<file path="config.mk">
export PLATFORM = sky130hd
export DESIGN_NAME = vrf_wb_queue
export DESIGN_NICKNAME = d
export VERILOG_FILES = /design/src/rtl/vrf_wb_queue_pkg.sv /design/src/rtl/vrf_wb_queue.sv
export SDC_FILE = /design/constraint.sdc
export NUM_CORES = 1
export LEC_CHECK = 0
export CAP_MARGIN = 30
export CORE_MARGIN = 5
export CORE_UTILIZATION = 40
export CTS_CLUSTER_DIAMETER = 60
export CTS_CLUSTER_SIZE = 8
export DETAILED_ROUTE_END_ITERATION = 8
export DONT_BUFFER_PORTS = 1
export PLACE_DENSITY = 0.53
export SETUP_SLACK_MARGIN = 0.2
export SYNTH_ARGS = -nofsm -noshare
export SYNTH_HDL_FRONTEND = slang
export SYNTH_SLANG_ARGS = --single-unit
</file>
<file path="constraint.sdc">
create_clock -name clk -period 2.5 [get_ports clk]
set_input_delay 0.5 -clock clk [delete_from_list [all_inputs] [get_ports clk]]
set_output_delay 0.5 -clock clk [all_outputs]
set_load 0.01 [all_outputs]
</file>
<file path="src/rtl/vrf_wb_queue_pkg.sv">
// Shared vector-unit types for the VRF writeback path: register index, reservation-station
// reference and the writeback descriptor that the per-unit queues buffer.
package vrf_wb_queue_pkg;

  localparam int VRF_INDEX_W        = 5;
  localparam int RS_REF_W           = 4;
  localparam int VRF_WB_QUEUE_DEPTH = 4;

  typedef logic [VRF_INDEX_W-1:0] vrf_index_t;
  typedef logic [RS_REF_W-1:0]    rs_ref_t;

  typedef struct packed {
    logic       en;
    logic       we;
    vrf_index_t addr;
    rs_ref_t    rs_ref;
  } wb_desc_t;

endpackage

</file>
<file path="src/rtl/vrf_wb_queue.sv">
// Per-vector-unit writeback request FIFO: buffers result descriptors, presents the head to the
// VRF writeback arbiter, pops on ack, and answers pending-write lookups for RAW stalls.
module vrf_wb_queue
  import vrf_wb_queue_pkg::*;
#(
  parameter int DEPTH = VRF_WB_QUEUE_DEPTH
) (
  input  logic                       clk,
  input  logic                       reset,
  input  logic                       push,
  input  logic                       push_en,
  input  logic                       push_we,
  input  vrf_index_t                 push_addr,
  input  rs_ref_t                    push_ref,
  output logic                       full,
  output logic                       overflow,
  output logic                       req,
  input  logic                       ack,
  output logic                       wb_en,
  output logic                       wb_we,
  output vrf_index_t                 wb_addr,
  output rs_ref_t                    wb_ref,
  input  vrf_index_t                 chk_addr,
  output logic                       chk_hit,
  output logic [$clog2(DEPTH+1)-1:0] count
);

  localparam int PW = $clog2(DEPTH);
  localparam int CW = $clog2(DEPTH+1);

  typedef logic [PW-1:0] ptr_t;

  wb_desc_t mem [DEPTH];
  ptr_t     rd_ptr;
  ptr_t     wr_ptr;
  logic     push_acc;
  logic     pop;
  wb_desc_t head;

  // full comes from the registered count only, so a same-cycle ack never admits a push.
  assign full     = (count == CW'(DEPTH));
  assign req      = (count != '0);
  assign push_acc = push & ~full;
  assign pop      = req & ack;

  // NOTE: sequential state uses non-blocking assignments so every register samples pre-edge values.
  always_ff @(posedge clk or negedge reset) begin
    if (!reset) begin
      rd_ptr   <= '0;
      wr_ptr   <= '0;
      count    <= '0;
      overflow <= 1'b0;
    end else begin
      if (push_acc) wr_ptr <= wr_ptr + ptr_t'(1);
      if (pop)      rd_ptr <= rd_ptr + ptr_t'(1);
      count <= count + CW'(push_acc) - CW'(pop);
      if (push && full) overflow <= 1'b1;
    end
  end

  // NOTE: storage has no reset; validity is tracked entirely by rd_ptr/count.
  always_ff @(posedge clk) begin
    if (push_acc) mem[wr_ptr] <= '{en: push_en, we: push_we, addr: push_addr, rs_ref: push_ref};
  end

  assign head    = req ? mem[rd_ptr] : '0;
  assign wb_en   = head.en;
  assign wb_we   = head.we;
  assign wb_addr = head.addr;
  assign wb_ref  = head.rs_ref;

  // Entry i is valid when its distance from the head is below the occupancy.
  // NOTE: outputs of always_comb get a default first so no path infers a latch.
  always_comb begin
    ptr_t offset;
    chk_hit = 1'b0;
    offset  = '0;
    for (int i = 0; i < DEPTH; i++) begin
      offset = ptr_t'(i) - rd_ptr;
      if ((CW'(offset) < count) && mem[i].we && (mem[i].addr == chk_addr)) chk_hit = 1'b1;
    end
  end

endmodule

</file>
## After elaboration in Yosys (flattened, before gate mapping)

Memory sizes are Yosys's and may differ from the RTL's.
Index checks and enable logic that the tools add are counted.

| operators by class | value |
|---|---|
| magnitude comparators | 4 |
| equal/unequal tests | 5 |
| reduce and logical (&&, ||, !) cells | 10 |
| multiplexer cells | 7 |
| $add $sub $neg | 8 |
| shifts and indexed selects | 0 |
| multipliers | 0 |
| div/mod/pow operators | 0 |
| bitwise gates (word level) | 3 |

Operators with widths:

| cell | number |
|---|---|
| 5-bit == test | 4 |
| 2-bit by 3-bit < comparator with 1-bit output | 4 |
| 11-bit 2-to-1 mux | 1 |
| 1-bit logical AND | 9 |
| 1-bit 2-to-1 mux | 6 |
| 2-bit by 1-bit adder with 2-bit output (second input constant) | 2 |
| 1-bit by 2-bit subtractor with 2-bit output (first input constant) | 2 |
| 2-bit subtractor (first input constant) | 2 |
| 3-bit by 1-bit adder with 3-bit output | 1 |
| 3-bit == test (second input constant) | 1 |
| 3-bit nonzero test | 1 |
| 3-bit by 1-bit subtractor with 3-bit output | 1 |
| 1-bit AND | 2 |
| 1-bit inverter | 1 |

| storage, ports and cells | value |
|---|---|
| word-level logic and storage cells | 42 |
| bits in read-only memories | 0 |
| memories kept | 1 |
| RAM bits | 44 |
| bits in registers | 8 |
| output and inout port bits | 18 |
| latch bits | 0 |

Memories:

| name | words | bits a word | read ports | clocked after Yosys merged registers in | wr ports | RTL line | RTL |
|---|---|---|---|---|---|---|---|
| mem | 4 | 11 | 5 | 0 | 1 | vrf_wb_queue.sv:33 | `wb_desc_t mem [DEPTH];` |

## Logic depth before layout (Yosys ltp)

Gate-level depths: netlist (run 1).

| depth | value |
|---|---|
| depth after elaboration | 8 |
| gate-level depth with buffers | 10 |
| depth with buffers taken out | 8 |

## Worst setup path after synthesis (run 1)

No wires, ideal clock.

| path | value |
|---|---|
| path kind | register to output |
| from | reg rd_ptr[1] |
| to | out chk_hit |
| stages on the path, launching flop included | 7 |
| buffers on the path | 1 |
| arrival | 1771 ps |
| slack | 229 ps |
| data required time | 2000 ps |
| cells stage by stage | dfrtp_1 -> buf_2 -> xor2_1 -> inv_1 -> ha_1 -> a2111oi_0 -> or4_1 |

| on the way | value |
|---|---|
| longest elaborated chain between the ends | 8 |

RTL lines:

| item | RTL line | RTL |
|---|---|---|
| from (decl) | vrf_wb_queue.sv:34 | `ptr_t rd_ptr;` |
| from (signal assigned) | vrf_wb_queue.sv:55 | `if (pop) rd_ptr <= rd_ptr + ptr_t'(1);` |
| 1-bit by 2-bit subtractor with 2-bit output | vrf_wb_queue.sv:79 | `offset = ptr_t'(i) - rd_ptr;` |
| 2-bit by 3-bit < comparator with 1-bit output | vrf_wb_queue.sv:80 | `if ((CW'(offset) < count) && mem[i].we && (mem[i].addr == chk_addr)) chk_hit = 1'b1;` |
| 1-bit logical AND (2 in a row) | vrf_wb_queue.sv:80 |  |
| 1-bit 2-to-1 mux (3 in a row) | vrf_wb_queue.sv:80 |  |
| 1-bit 2-to-1 mux (*) | vrf_wb_queue.sv:80 |  |
| to (decl) | vrf_wb_queue.sv:24 | `output logic chk_hit,` |

Mark *: on every way between the ends. The rest lies on a longest branch, timed or not.

## Final worst setup path (run 1)

| path | value |
|---|---|
| from | reg rd_ptr[0] |
| to | out chk_hit |

Same word-level chain as after synthesis.

==> out/results.tsv, run 1 <==
stage	metric	value	unit
timing	Worst Max-Slew Pin Slew	484	ps
timing	final setup TNS	0	ps
clock_network	Root Buffer	clkbuf_8	
detailed_routing	number of detailed-routing iterations run before antenna repair	4	
placement	Final HPWL DP	3.49	mm
placement	Setup WS pre-CTS	225	ps
global_route	Tot GR Track Use	13.5	%
placement	gp weighted congestion	0.793	
cells_and_area	multi-input logic area	913	sq um
setup_path	nature of the critical path endpoint	output pin	
synth	Synthesized Nets	193	
placement	Area after DPL	2610	sq um
floorplanning	width of the die	89.4	um
clock_network	TritonCTS Sinks	52	
clock_network	CTS Buf Count	5	
global_route	pin count of the biggest net entering global routing	17	
setup_path	CP required	2000	ps
cells_and_area	Antenna diodes	0	
setup_path	Worst Path Max Fanout	2	
timing	Final Hold Fails	0	
setup_path	path type of the worst setup path	flop to output pin	
detailed_routing	Via-to-Cell Ratio	5.17	
clock_network	CTS clk-pin slew, worst paths	100	ps
timing	fin worst setup slack	82.4	ps
floorplanning	effective utilization at floorplan	40.4	%
placement	input/output buffers	0	
timing	worst rel slew slack	66.9	%
synth	Post-synth ARST share	15.4	%
min_path	HP Class	input port to flop	
synth	Post-Synthesis Cells	162	
detailed_routing	DRC	0	
detailed_routing	drt wl/cell	19.7	um
timing	clock skew	10.1	ps
clock_network	clock buffer depth	2	
setup_path	WP data arrival	1920	ps
detailed_routing	Antenna Violating Nets Remaining	0	
floorplanning	die height	89.4	um
timing	Final min period	2420	ps
cells_and_area	Final Non-Filler Cells	253	
cells_and_area	layout cells sized above 1	28.4	%
timing	Final Slew Violations	0	
power	Cell Pwr Density	1160	nW/um^2
floorplanning	core area	6240	sq um
floorplanning	row cnt	29	
timing	unrepaired setup endpoints after global routing	true	
global_route	vias in the first global route	1418	
detailed_routing	DRT iter0 DRCs	64	
flow_run	Max-Cap Viols	0	
synth	Seq/Total Area, Yosys	60.3	%
clock_network	CTS tree	built	
global_route	first-pass GRT wire length	7.71	mm
timing	Max Freq	414	MHz
cells_and_area	Area growth, synth to finish	12.5	%
global_route	initial antenna violation count	0	
cells_and_area	FF+latch area	1530	sq um
global_route	Overflow after GRT	0	
floorplanning	die footprint	8000	sq um
timing	# setup viols final	0	
synth	Syn Area/Cell	15.6	sq um
power	Power Total	3.30	mW
detailed_routing	Vias	1307	
timing	Tcrit/Tclk final	96.7	%
cells_and_area	final instance area	2840	sq um
placement	dpl cells	239	
clock_network	H-tree depth	2	
synth	EDFF count, synth	44	
cells_and_area	fin nets	206	
power	worst-case vdd ir drop	444	uV
run_status	run status	finished, final reports clean	
setup_path	R2R Setup Slk	310	ps
power	Pleak	0.988	nW
synth	Synth Flop Type	edfxtp_1	
synth	Mapped Area	2520	sq um
floorplanning	IO Pins	38	
clock_network	Clock Latency Late Sink	300	ps
cells_and_area	number of fill cells	564	
synth	Synth Register Bits	52	
synth	Synth warnings	0	
detailed_routing	final WL	4.99	mm
setup_path	Worst setup SP type	flop	
synth	post-synth cell types	26	
-- final timing paths --
check / startpoint / cells past startpoint / end
max: rd_ptr[0] / 5 / chk_hit
min: push_addr[3] / 0 / mem[1][7]
max reg2reg: count[1] / 7 / count[2]
min reg2reg: overflow / 1 / overflow
max in group asynchronous: reset / 1 / count[1]
min in group asynchronous: reset / 1 / wr_ptr[0]
-- synthesized netlist by cell type, types with 2 or more instances --
cell / instances / area (sq um)
buf_4: 2 / 15.0
inv_1: 12 / 45.0
dfrtp_1: 8 / 200
a21oi_1: 2 / 10.0
inv_2: 2 / 7.51
and2_1: 16 / 100
buf_2: 2 / 10.0
a2111oi_0: 3 / 26.3
ha_1: 10 / 125
nand4_1: 4 / 25.0
mux4_2: 11 / 248
xnor2_1: 20 / 175
edfxtp_1: 44 / 1320
nand2_1: 2 / 7.51
xor2_1: 6 / 52.6
o21ai_0: 4 / 20.0
buf_6: 5 / 56.3
-- layout make-up --
cell class              count  area share, %
flip-flops and latches     52           53.7
well taps                  77           3.39
repair buffers             16           4.89
multi-input cells          86           32.2
inverters                  14           1.94
clock buffers               5           2.42
clock inverters             3           1.50
-- registers in the layout, indices dropped and copies added (netlist names) --
register  flops
count         3
mem          44
overflow      1
rd_ptr        2
wr_ptr        2
-- per-layer routing --
layer	vias up	part of all wire, %	GRT usage [%]
met5	-	0	0
met4	0	0.96	4.74
met3	4	7.4	4.88
met2	38	53	23.4
met1	659	38	15.5
li1	606	-	-
-- repair_timing --
item                                    4_1_cts  5_1_grt
hold buffers                                  1        0
endpoints found under the hold margin         8        0
setup buffers                                 5        0
pin swaps                                     2        3
resized for setup                            10       13
endpoints found under the setup margin        1        8
-- where the power goes --
group          internal (mW)  switching, mW  total, mW
logic                  0.678          0.733       1.41
clock network          0.297          0.268      0.565
registers               1.18          0.153       1.33
-- critical path: stages, from the launching register on --
cell       delay, ps
dfrtp_1          440
xor2_2           230
inv_2             60
ha_4             260
a2111oi_2         60
or4_4            560
-- cells by family (layout without fill, tap and decap cells) --
| group | Yosys count | in the layout | share of synthesized area, % |
|---|---|---|---|
| flops | 52 | 52 | 60.3 |
| xor+xnor | 26 | 26 | 9.02 |
| simple gates | 26 | 26 | 6.54 |
| buf+inv | 24 | 38 | 5.45 |
| compound gates | 12 | 12 | 3.12 |
| fa+ha+maj | 11 | 11 | 5.75 |
| mux | 11 | 11 | 9.82 |
-- cell usage in the layout (no fill, tap or decap), drive strengths merged --
cell | synthesis | final
edfxtp | 44 | 44
xnor2 | 20 | 20
and2 | 16 | 16
buf | 9 | 15
inv | 14 | 14
mux4 | 11 | 11
ha | 10 | 10
dfrtp | 8 | 8
xor2 | 6 | 6
clkbuf | 1 | 5
o21ai | 5 | 5
nand4 | 4 | 4
a2111oi | 4 | 4
a21oi | 2 | 2
nand2 | 2 | 2
clkinv | 0 | 2
or3 | 1 | 1
nor3b | 1 | 1
nor2b | 1 | 1
or4 | 1 | 1
a21o | 1 | 1
fa | 1 | 1
bufinv | 0 | 1
dlygate4sd3 | 0 | 1
-- metrics by stage --
step / hold WS [ps] / util (%)
after global routing: 260 / 45.5
after CTS: 268 / 44.8
after global placement: 205 / 41.8
final: 286 / 45.5
after floorplan: 204 / -
after detailed placement: 205 / 41.8
Note: power is estimated with default switching activity, not from simulation.
==> inputs of run 2 (changes only) <==
Settings changed: CORE_UTILIZATION 40 to 51, PLACE_DENSITY 0.53 to 0.65.
==> out/results.tsv, run 2 (synthesis gave the netlist of run 1 again) <==
stage	metric	value	unit
run_status	run status	finished, final reports clean	
setup_path	reg2reg start	count[0]	
detailed_routing	DRC	0	
cells_and_area	Area growth, synth to finish	12.4	%
clock_network	H-tree depth	2	
setup_path	CP Launch Point	rd_ptr[0]	
min_path	Hold Startpoint	push_addr[2]	
timing	worst rel slew slack	69.9	%
clock_network	clock buffer depth	2	
setup_path	max incr delay on CP	560	ps
timing	Worst Max-Slew Pin Slew	440	ps
setup_path	path type of the worst setup path	flop to output pin	
cells_and_area	biggest regs	mem: 44 flops, count: 3 flops	
timing	worst hold slack	292	ps
cells_and_area	commonest non-fill, non-tap cell in the layout	edfxtp_1	
detailed_routing	final WL	4.86	mm
cells_and_area	Final Non-Filler Cells	243	
global_route	vias in the first global route	1480	
cells_and_area	FF+latch area	1530	sq um
floorplanning	width of the die	80.3	um
cells_and_area	final instance area	2840	sq um
power	Cell Pwr Density	1170	nW/um^2
setup_path	nature of the critical path endpoint	output pin	
timing	Tcrit/Tclk final	96.8	%
setup_path	slowest CP cell	or4_4	
setup_path	CP required	2000	ps
clock_network	TritonCTS Sinks	52	
timing	Final Slew Violations	0	
placement	Final HPWL DP	3.40	mm
floorplanning	row cnt	25	
timing	# setup viols final	0	
cells_and_area	register with the most flip-flops	mem	
cells_and_area	max FFs per register	44	
clock_network	CTS Buf Count	5	
global_route	pin count of the biggest net entering global routing	17	
clock_network	Clock Latency Late Sink	300	ps
floorplanning	IO Pins	38	
timing	Max Freq	413	MHz
setup_path	R2R Setup Slk	260	ps
cells_and_area	fin nets	206	
timing	unrepaired setup endpoints after global routing	true	
placement	Area after DPL	2590	sq um
setup_path	Buf/Inv on CP	1	
global_route	initial antenna violation count	0	
setup_path	Worst Path Max Fanout	2	
placement	input/output buffers	0	
detailed_routing	Vias	1305	
cells_and_area	most frequent cells in the layout	edfxtp_1 (44), xnor2_1 (20), buf_4 (12)	
clock_network	Root Buffer	clkbuf_8	
detailed_routing	Via-to-Cell Ratio	5.37	
detailed_routing	drt wl/cell	20.0	um
setup_path	Worst setup SP type	flop	
floorplanning	die height	80.3	um
global_route	Tot GR Track Use	16.1	%
detailed_routing	DRT iter0 DRCs	63	
global_route	first-pass GRT wire length	7.63	mm
cells_and_area	multi-input logic area	920	sq um
min_path	HP Class	input port to flop	
timing	fin worst setup slack	80.8	ps
clock_network	CTS tree	built	
cells_and_area	Antenna diodes	0	
flow_run	Max-Cap Viols	0	
power	worst-case vdd ir drop	520	uV
floorplanning	effective utilization at floorplan	53.1	%
detailed_routing	Antenna Violating Nets Remaining	0	
placement	dpl cells	228	
clock_network	CTS clk-pin slew, worst paths	90	ps
timing	Final Hold Fails	0	
cells_and_area	layout cells sized above 1	33.0	%
global_route	Overflow after GRT	0	
detailed_routing	number of detailed-routing iterations run before antenna repair	4	
placement	Setup WS pre-CTS	188	ps
floorplanning	die footprint	6460	sq um
timing	clock skew	8.00	ps
placement	gp weighted congestion	0.900	
timing	Final min period	2420	ps
timing	final setup TNS	0	ps
setup_path	worst-path cell chain	xor2_2, inv_1, ha_2, a2111oi_2, or4_4	
setup_path	family with the most delay on the worst path	simple AND/OR/NAND/NOR gates	
setup_path	WP data arrival	1920	ps
floorplanning	core area	4750	sq um
power	Pleak	1.01	nW
cells_and_area	number of fill cells	364	
[run 2: changes by cell type in the layout (fill, tap and decap cells not counted), sizes merged]
cell,before,now
bufinv,1,0
buf,15,14
clkinv,2,1
clkinvlp,0,1
clkbuf,5,7
[run 2: through the flow]
stage / util, % / total power, mW
5_1_grt: 59.7 / 3.54
3_5_place_dp: 54.5 / 2.55
6_report: 59.7 / 3.33
3_3_place_gp: 54.5 / 2.50
4_1_cts: 58.0 / 3.14
2_1_floorplan: - / 2.25
[run 2: power by group]
part,switching (mW),internal [mW]
logic,0.741,0.789
registers,0.155,1.18
clock network,0.268,0.200
[run 2: layer usage]
metal | vias to the layer above | track usage, % | share of wire, %
met5 | - | 0 | 0
li1 | 608 | - | -
met1 | 658 | 18.5 | 40
met3 | 7 | 6.28 | 6.9
met4 | 0 | 4.39 | 0.99
met2 | 32 | 27.8 | 52
[run 2: cell type report]
type,instances,share of cell area (%)
Tap cell,67,2.95
Multi-Input combinational cell,86,32.4
Clock buffer,6,2.56
Inverter,14,1.94
Timing Repair Buffer,16,5.82
Clock inverter,2,0.573
Sequential cell,52,53.7
[run 2: final timing paths]
| check | to | depth (start not counted) |
|---|---|---|
| max | chk_hit | 5 |
| min | mem[0][6] | 0 |
| max reg2reg | count[2] | 7 |
| min reg2reg | overflow | 1 |
| max in group asynchronous | rd_ptr[0] | 1 |
| min in group asynchronous | wr_ptr[1] | 1 |
[run 2: what timing repair did]
action / CTS / global route
setup endpoints to repair: 2 / 6
pin swaps: 2 / 4
gates resized for setup: 11 / 19
buffers inserted: 4 / 1
gates cloned: 0 / 1
endpoints found under the hold margin: 8 / 0
hold buffers: 1 / 0
==> inputs of run 3 (changes only) <==
Settings changed: GPL_ROUTABILITY_DRIVEN set to 1.
==> results of run 3 <==
Same layout as run 2: the final DEF is identical, and so are final timing and power.
